<file path="src/rtl/logic_pkg.sv">
// ---------------------------------------------------------------------------
// logic_pkg -- shared definitions for the logic_pipe block.
//   OP_W : width of the operation select field
//   op_e : operation encoding driven on the op field of logic_pipe_if
// ---------------------------------------------------------------------------
package logic_pkg;

  localparam int OP_W = 3;

  typedef enum logic [OP_W-1:0] {
    OP_AND    = 3'd0,
    OP_OR     = 3'd1,
    OP_XOR    = 3'd2,
    OP_NAND   = 3'd3,
    OP_NOR    = 3'd4,
    OP_XNOR   = 3'd5,
    OP_ANDN   = 3'd6,   // a & ~b
    OP_PASS_A = 3'd7
  } op_e;

endpackage

</file>
<file path="src/rtl/logic_pipe_if.sv">
// ---------------------------------------------------------------------------
// logic_pipe_if -- handshake/data bundle for logic_pipe.
//   in_valid/in_ready   : input operation handshake
//   op, a, b            : operation select and WIDTH-bit operands
//   out_valid/out_ready : result handshake
//   result, zero, parity: WIDTH-bit result and its flags
// Modports: master (producer/consumer side), slave (the pipeline).
// ---------------------------------------------------------------------------
interface logic_pipe_if #(
  parameter int WIDTH = 64
);
  import logic_pkg::*;

  logic             in_valid;
  logic             in_ready;
  logic [OP_W-1:0]  op;
  logic [WIDTH-1:0] a;
  logic [WIDTH-1:0] b;
  logic             out_valid;
  logic             out_ready;
  logic [WIDTH-1:0] result;
  logic             zero;
  logic             parity;

  modport master (
    output in_valid, op, a, b, out_ready,
    input  in_ready, out_valid, result, zero, parity
  );

  modport slave (
    input  in_valid, op, a, b, out_ready,
    output in_ready, out_valid, result, zero, parity
  );

endinterface

</file>
<file path="src/rtl/logic_pipe_stage.sv">
// ---------------------------------------------------------------------------
// logic_pipe_stage -- one elastic register slot with valid/ready.
//   clk, rst : clock, synchronous active-high reset
//   i_valid  : upstream item present         o_ready : this slot advances
//   i_data   : upstream payload (W bits)     o_valid : slot holds an item
//   i_ready  : downstream slot advances      o_data  : slot payload
// The slot advances when it is empty or when the downstream slot advances;
// while it cannot advance its contents are frozen.
// ---------------------------------------------------------------------------
module logic_pipe_stage #(
  parameter int W = 8
) (
  input  logic         clk,
  input  logic         rst,
  input  logic         i_valid,
  output logic         o_ready,
  input  logic [W-1:0] i_data,
  output logic         o_valid,
  input  logic         i_ready,
  output logic [W-1:0] o_data
);

  logic         r_valid;
  logic [W-1:0] r_data;
  logic         w_adv;

  assign w_adv   = !r_valid || i_ready;
  assign o_ready = w_adv;
  assign o_valid = r_valid;
  assign o_data  = r_data;

  always_ff @(posedge clk) begin
    if (rst) begin
      r_valid <= 1'b0;
      r_data  <= '0;
    end else if (w_adv) begin
      r_valid <= i_valid;
      if (i_valid) begin
        r_data <= i_data;
      end
    end
  end

endmodule

</file>
<file path="src/rtl/logic_pipe.sv">
// ---------------------------------------------------------------------------
// logic_pipe -- elastic pipeline computing a bitwise logic operation.
//   clk  : clock (rising edge)
//   rst  : synchronous active-high reset
//   bus  : logic_pipe_if.slave (in_valid/in_ready, op, a, b,
//          out_valid/out_ready, result, zero, parity)
// Parameters: WIDTH (1..128) operand/result width, STAGES (1..4) depth.
// Optional feature macro LOGIC_PIPE_FLAGS_EN: when defined, zero and parity
// are computed with the result and carried through the pipeline; otherwise
// both outputs are tied low and no flag bits are stored.
// ---------------------------------------------------------------------------
module logic_pipe
  import logic_pkg::*;
#(
  parameter int WIDTH  = 64,
  parameter int STAGES = 2
) (
  input  logic         clk,
  input  logic         rst,
  logic_pipe_if.slave  bus
);

`ifdef LOGIC_PIPE_FLAGS_EN
  localparam int PW = WIDTH + 2;   // {parity, zero, result}
`else
  localparam int PW = WIDTH;
`endif

  function automatic logic [WIDTH-1:0] f_logic_op(
    input op_e              op,
    input logic [WIDTH-1:0] a,
    input logic [WIDTH-1:0] b
  );
    case (op)
      OP_AND:  return a & b;
      OP_OR:   return a | b;
      OP_XOR:  return a ^ b;
      OP_NAND: return ~(a & b);
      OP_NOR:  return ~(a | b);
      OP_XNOR: return ~(a ^ b);
      OP_ANDN: return a & ~b;
      default: return a;           // OP_PASS_A
    endcase
  endfunction

  logic [WIDTH-1:0] w_res;
  logic [PW-1:0]    w_dat0;
  logic [PW-1:0]    w_out;

  assign w_res = f_logic_op(op_e'(bus.op), bus.a, bus.b);

`ifdef LOGIC_PIPE_FLAGS_EN
  assign w_dat0 = {^w_res, (w_res == '0), w_res};
`else
  assign w_dat0 = w_res;
`endif

  // Each slot gets its own ready/valid nets so the backward ready chain is a
  // set of distinct signals rather than one self-referencing vector.
  for (genvar s = 0; s < STAGES; s++) begin : g_st
    logic          w_vld_in;
    logic          w_rdy_in;
    logic          w_rdy;
    logic          w_vld;
    logic [PW-1:0] w_dat_in;
    logic [PW-1:0] w_dat;

    // ---- stage boundary: slot s input comes from the operation or slot s-1
    if (s == 0) begin : g_first
      assign w_vld_in = bus.in_valid;
      assign w_dat_in = w_dat0;
    end else begin : g_next
      assign w_vld_in = g_st[s-1].w_vld;
      assign w_dat_in = g_st[s-1].w_dat;
    end

    if (s == STAGES - 1) begin : g_last
      assign w_rdy_in = bus.out_ready;
    end else begin : g_inner
      assign w_rdy_in = g_st[s+1].w_rdy;
    end

    logic_pipe_stage #(.W(PW)) u_stage (
      .clk     (clk),
      .rst     (rst),
      .i_valid (w_vld_in),
      .o_ready (w_rdy),
      .i_data  (w_dat_in),
      .o_valid (w_vld),
      .i_ready (w_rdy_in),
      .o_data  (w_dat)
    );
  end

  // ---- output boundary
  assign bus.in_ready  = g_st[0].w_rdy;
  assign bus.out_valid = g_st[STAGES-1].w_vld;
  assign w_out         = g_st[STAGES-1].w_dat;
  assign bus.result    = w_out[WIDTH-1:0];

`ifdef LOGIC_PIPE_FLAGS_EN
  assign bus.zero   = w_out[WIDTH];
  assign bus.parity = w_out[WIDTH+1];
`else
  assign bus.zero   = 1'b0;
  assign bus.parity = 1'b0;
`endif

endmodule

</file>
<file path="src/flat_wrapper.sv">
// flat-port wrapper written by rule: the top's interface ports become plain ports
module logic_pipe_flat import logic_pkg::*;
#(
  parameter int WIDTH  = 64,
  parameter int STAGES = 2
)
  (clk, rst, bus_in_valid, bus_op, bus_a, bus_b, bus_out_ready, bus_in_ready, bus_out_valid, bus_result, bus_zero, bus_parity);
  logic_pipe_if #(.WIDTH(WIDTH)) bus_i ();
  input  logic clk;
  input  logic rst;
  input wire logic [$bits(bus_i.in_valid)-1:0] bus_in_valid;
  input wire logic [$bits(bus_i.op)-1:0] bus_op;
  input wire logic [$bits(bus_i.a)-1:0] bus_a;
  input wire logic [$bits(bus_i.b)-1:0] bus_b;
  input wire logic [$bits(bus_i.out_ready)-1:0] bus_out_ready;
  output wire logic [$bits(bus_i.in_ready)-1:0] bus_in_ready;
  output wire logic [$bits(bus_i.out_valid)-1:0] bus_out_valid;
  output wire logic [$bits(bus_i.result)-1:0] bus_result;
  output wire logic [$bits(bus_i.zero)-1:0] bus_zero;
  output wire logic [$bits(bus_i.parity)-1:0] bus_parity;
  assign bus_i.in_valid = bus_in_valid;
  assign bus_i.op = bus_op;
  assign bus_i.a = bus_a;
  assign bus_i.b = bus_b;
  assign bus_i.out_ready = bus_out_ready;
  assign bus_in_ready = bus_i.in_ready;
  assign bus_out_valid = bus_i.out_valid;
  assign bus_result = bus_i.result;
  assign bus_zero = bus_i.zero;
  assign bus_parity = bus_i.parity;
  logic_pipe #(.WIDTH(WIDTH), .STAGES(STAGES)) u_core (.clk(clk), .rst(rst), .bus(bus_i));
endmodule
</file>
<file path="config.mk">
export PLATFORM = sky130hd
export DESIGN_NAME = logic_pipe_flat
export DESIGN_NICKNAME = d
export VERILOG_FILES = /design/src/rtl/logic_pkg.sv /design/src/rtl/logic_pipe_if.sv /design/src/rtl/logic_pipe_stage.sv /design/src/rtl/logic_pipe.sv /design/src/flat_wrapper.sv
export SDC_FILE = /design/constraint.sdc
export NUM_CORES = 1
export LEC_CHECK = 0
export BUFFER_PORTS_ARGS = -buffer_cell sky130_fd_sc_hd__clkbuf_2
export CORE_ASPECT_RATIO = 1.75
export CORE_MARGIN = 5
export CORE_UTILIZATION = 60
export DETAILED_ROUTE_END_ITERATION = 10
export GPL_TIMING_DRIVEN = 1
export MAX_ROUTING_LAYER = met4
export PLACE_DENSITY = 0.85
export SLEW_MARGIN = 40
export SYNTH_ARGS = -nofsm -noshare
export SYNTH_HDL_FRONTEND = slang
export SYNTH_SLANG_ARGS = --single-unit
</file>
<file path="constraint.sdc">
create_clock -name clk -period 4.15 [get_ports clk]
set_input_delay 0.2075 -clock clk [delete_from_list [all_inputs] [get_ports clk]]
set_output_delay 0.2075 -clock clk [all_outputs]
set_load 0.05 [all_outputs]
</file>
== Word-level counts from Yosys, hierarchy flattened ==
Index checks and enable logic that the tools add are counted.
Cells by class
  equal/unequal tests: 6
  muxes and demuxes: 1
  bitwise gates (word level): 8
  reductions and logical operators: 7
Operator list (count)
  $pmux W64 S7: 1
  $not A64 Y64: 4
  $and A64 B64 Y64: 2
  $or A64 B64 Y64: 1
  $xor A64 B64 Y64: 1
  $eq A3 B3 Y1 const B: 3
  $eq A3 B2 Y1 const B: 2
  $reduce_and A2 Y1: 2
  $eq A3 B1 Y1 const B: 1
  $logic_not A3 Y1: 1
  $logic_not A1 Y1: 2
  $logic_or A1 B1 Y1: 2
Word-level totals
  register bits after elaboration: 130
  input port bits: 135
  output and inout port bits: 68
  logic and storage cells: 26

== Longest topological paths before layout ==
  depth after elaboration: 4
  depth in mapped cells: 8
  gate-level depth less buffers: 6

== Modules after synthesis ==
From an unflattened synthesis, not the netlist that was laid out.
Second synthesis, totals
  cell total of the unflattened synthesis: 1554
  area total of the unflattened synthesis: 12939.9 µm²
By module, submodules not included
  logic_pipe: times used 1, cells each 964, area an instance 7337.0 µm², sequential area each 0.0 µm²
  logic_pipe_stage: times used 2, cells each 295, area an instance 2801.4 µm², sequential area each 1301.2 µm²

== Least setup slack after synthesis ==
No wires, ideal clock.
  kind: register to register
  start point: reg u_core.g_st[1].u_stage.r_valid
  end point: reg u_core.g_st[0].u_stage.r_data[62]
  library setup time: 0.060 ns
  data arrival time: 1.859 ns
  data required time: 4.090 ns
  path slack: 2.231 ns
  cell stages (with the launch flop): 6
  buffers on the path: 1
  period minus slack after synthesis: 1.919 ns
  cells stage by stage: dfxtp_1 and3b_1 inv_1 a21oi_4 buf_2 a32o_1
On the way
  longest elaborated chain between the ends: 4
RTL lines
  from (decl): line logic_pipe_stage.sv:23  | logic r_valid;
  from (signal assigned): line logic_pipe_stage.sv:37  | r_valid <= i_valid;
  $logic_not A1 Y1: line logic_pipe_stage.sv:27  | assign w_adv = !r_valid || i_ready;
  $logic_or A1 B1 Y1 (2 in series): line logic_pipe_stage.sv:27
  via bus_in_ready: line flat_wrapper.sv:16  | output wire logic [$bits(bus_i.in_ready)-1:0] bus_in_ready;
  $reduce_and A2 Y1 (no source line)
  to (signal assigned): line logic_pipe_stage.sv:39  | r_data <= i_data;
  to (decl): line logic_pipe_stage.sv:24  | logic [W-1:0] r_data;
The timed path passes the listed nets, and every way through them passes these cells.
A chain may end at the register's enable or synchronous reset.

== Final worst setup path ==
  start point: reg u_core.g_st[1].u_stage.r_valid
  end point: reg u_core.g_st[1].u_stage.r_data[0]
On the way
  longest elaborated chain between the ends: 3
RTL lines (line)
  $logic_not A1 Y1: logic_pipe_stage.sv:27
  $logic_or A1 B1 Y1: logic_pipe_stage.sv:27
  $reduce_and A2 Y1 (no source line)
  to (signal assigned): logic_pipe_stage.sv:39
  to (decl): logic_pipe_stage.sv:24
No other way between the ends.

==> impl_metrics.env <==
export IMPL_synth_cell_types=50
export IMPL_yosysSeqAreaShare_pct=22.4
export IMPL_pwr_share_comb_pct=24.6
export IMPL_period_share_pct=48.9
export IMPL_timing_final_hold_violations=0
export IMPL_worst_ep_required_time_ns=4.51
export IMPL_setup_tns_ns=0
export IMPL_regArea_mm2=0.00260
export IMPL_r2r_slack_ns=2.12
export IMPL_power_leakage_nw=6.22
export IMPL_cts_made_buffers=17
export IMPL_power_density_mw_per_mm2=294
export IMPL_vias=11095
export IMPL_endpoint_kind="flip-flop"
export IMPL_wl_per_cell_um=17.5
export IMPL_dieArea_mm2=0.0224
export IMPL_cts_setup_buffers=0
export IMPL_worstMarginPinSlew_ns=0.847
export IMPL_num_fill_cells=1586
export IMPL_irDropWorstVdd_mv=0.275
export IMPL_post_dp_hpwl_um=22400
export IMPL_area_growth_pct=12.9
export IMPL_clockBufferDepth=2
export IMPL_drt_antenna_violating_nets=0
export IMPL_grt_ovfl_total=0
export IMPL_die_x_um=115
export IMPL_cts_sinks=130
export IMPL_cp_start_kind="flip-flop"
export IMPL_cp_max_fo=37
export IMPL_cts_tree="done"
export IMPL_synth_edf_count=0
export IMPL_clk_latency_ns=0.44
export IMPL_drive_above_1_share_pct=16.5
export IMPL_rows=67
export IMPL_synth_flop_cell="dfxtp_1"
export IMPL_switching_share_pct=32.9
export IMPL_syn_area_per_cell_um2=7.84
export IMPL_grt_pass1_wl_um=52000
export IMPL_crit_type="flip-flop to flip-flop"
export IMPL_portBuffers=200
export IMPL_die_h_um=194
export IMPL_maxCapViolCount=0
export IMPL_min_period_ns=2.03
export IMPL_first_pass_iters=6
export IMPL_clkPwrFrac_pct=40.1
export IMPL_finClkSkew_ns=0.00888
export IMPL_finalWirelength_um=32400
export IMPL_htreeDepth=4
export IMPL_drt_iter0_markers=832
export IMPL_multi_input_area_mm2=0.00794
export IMPL_coreArea_mm2=0.0191
export IMPL_pwr_share_seq_pct=35.3
export IMPL_synth_seq_cells=130
export IMPL_post_cts_resize_count=0
export IMPL_antenna_found_initial=1
export IMPL_start_util_pct=60.9
export IMPL_grt_pass1_vias=10985
export IMPL_async_flop_share_pct=0
export IMPL_fin_total_pwr_mw=3.86
export IMPL_cts_root_buffer="clkbuf_16"
export IMPL_io_pins=203
export IMPL_arrival_ns=2.39
export IMPL_p_switching_mw=1.27
export IMPL_synth_area_mm2=0.0116
export IMPL_fmax_mhz=493
export IMPL_synthCells=1483
export IMPL_grt_use_total_pct=29.3
export IMPL_worstHoldPathType="input pin to flip-flop"
export IMPL_cts_clk_slew_worst_paths_ns=0.06
export IMPL_outcome="finished, final reports clean"
export IMPL_nets=1930
export IMPL_yosysWarnings=0
export IMPL_finalMaxSlewViolations=0
export IMPL_grt_max_degree=112
export IMPL_route_detailed_drc=0
export IMPL_setup_violations_final=0
export IMPL_routed_via_density=5.97
export IMPL_p_int_mw=2.59
export IMPL_relSlewSlack_pct=43.5
export IMPL_gp_congestion=0.870
export IMPL_cts_hold_buf=0
export IMPL_rsz0062_at_grt="false"
layout by cell type (no fill, tap or decap), types with 25 or more instances in the layout:
cell type	n
a211oi_1	54
a21oi_1	139
a32o_1	25
clkbuf_2	196
dfxtp_1	130
ha_1	192
inv_1	135
mux2i_1	72
nand2_1	216
nand2b_1	62
nor2b_1	28
o21ai_0	108
o21ai_1	37
cell type report:
type / instances / share of cell area (%)
clock buffer: 18 / 3.34
tap: 241 / 2.30
inverter: 136 / 3.91
timing repair buffer: 217 / 8.94
clock inverter: 14 / 1.19
sequential: 130 / 19.8
antenna: 1 / 0.0191
multi-input combinational: 1101 / 60.5
critical path: stages, from the launching register on:
cell and delay [ns]:
dfxtp_1 0.32, nand2b_1 0.11, and2_2 0.68, buf_4 0.50, nand2_1 0.19, a21oi_1 0.15
stage by stage:
step                hold slack, ns  instance area (um2)  util (%)  setup WS [ns]  std cells
global placement             0.433                12500      65.2           1.58       1823
finish                      0.0766                13100      68.7           2.12       1858
CTS                         0.0691                13100      68.7           2.14       1857
global route                0.0927                13100      68.7           1.98       1858
detailed placement           0.439                12500      65.6           1.70       1825
floorplan                    0.328                11600         -           2.23       1484
Yosys cell counts, drive strengths merged (2+ instances only):
cell type	n	area, um2
clkbuf	50	190
a21oi	140	712
or3	2	12.5
a211oi	54	405
nand2b	62	388
a221o	5	50.1
o211ai	5	37.5
a221oi	8	70.1
nand3b	5	37.5
nor3	7	35.0
mux2i	72	721
nor2	17	73.8
and3	3	18.8
a32o	25	250
a211o	23	201
a2bb2oi	24	210
nor2b	30	188
mux4	4	90.1
inv	136	510
buf	67	417
dfxtp	130	2600
and4b	4	40.0
a22oi	24	180
nand2	218	821
o21ai	145	726
mux2	4	45.0
o31ai	7	52.6
a2111oi	2	17.5
a311oi	3	26.3
and2	6	37.5
ha	192	2400
registers in the layout (all words and copies together), names as in the netlist:
name	flops
u_core.g_st.u_stage.o_data	128
u_core.g_st.u_stage.o_valid	2
final timing paths:
path                                                   startpoint                                end  cells past startpoint
worst max-delay path               u_core.g_st[1].u_stage.o_valid   u_core.g_st[1].u_stage.o_data[0]                      5
worst min-delay path                                 bus_in_valid     u_core.g_st[0].u_stage.o_valid                      3
worst max register to register     u_core.g_st[1].u_stage.o_valid   u_core.g_st[1].u_stage.o_data[0]                      5
worst min register to register  u_core.g_st[0].u_stage.o_data[16]  u_core.g_st[0].u_stage.o_data[16]                      2
power groups by stage:
stage / sequential (mW) / combinational (mW) / clock (mW)
final: 1.36 / 0.949 / 1.55
after detailed placement: 1.39 / 0.936 / 0
after global placement: 1.39 / 0.893 / 0
after CTS: 1.36 / 0.943 / 1.56
after floorplan: 1.44 / 0.611 / 0
after global routing: 1.37 / 1.05 / 1.61
logic make-up (layout without fill, tap and decap cells):
| group | after synthesis | count (layout) | synth area share (%) |
|---|---|---|---|
| AOI/OAI and AO/OA | 469 | 469 | 25.5 |
| adders and majority gates | 192 | 192 | 20.7 |
| buffers and inverters | 253 | 385 | 9.61 |
| DFF | 130 | 130 | 22.4 |
| muxes | 80 | 80 | 7.36 |
| other | 1 | 3 | 0.0322 |
| and+or+nand+nor | 358 | 358 | 14.4 |
per-layer routing:
metal | routed length [um] | global-route usage [%] | vias to the layer above
met4 | 1290 | 15.3 | 0
met5 | 0 | - | -
met3 | 1560 | 4.22 | 90
met1 | 12400 | 30.5 | 5270
met2 | 17200 | 52.1 | 360
li1 | - | - | 5375
(Power assumes the default switching activity.)
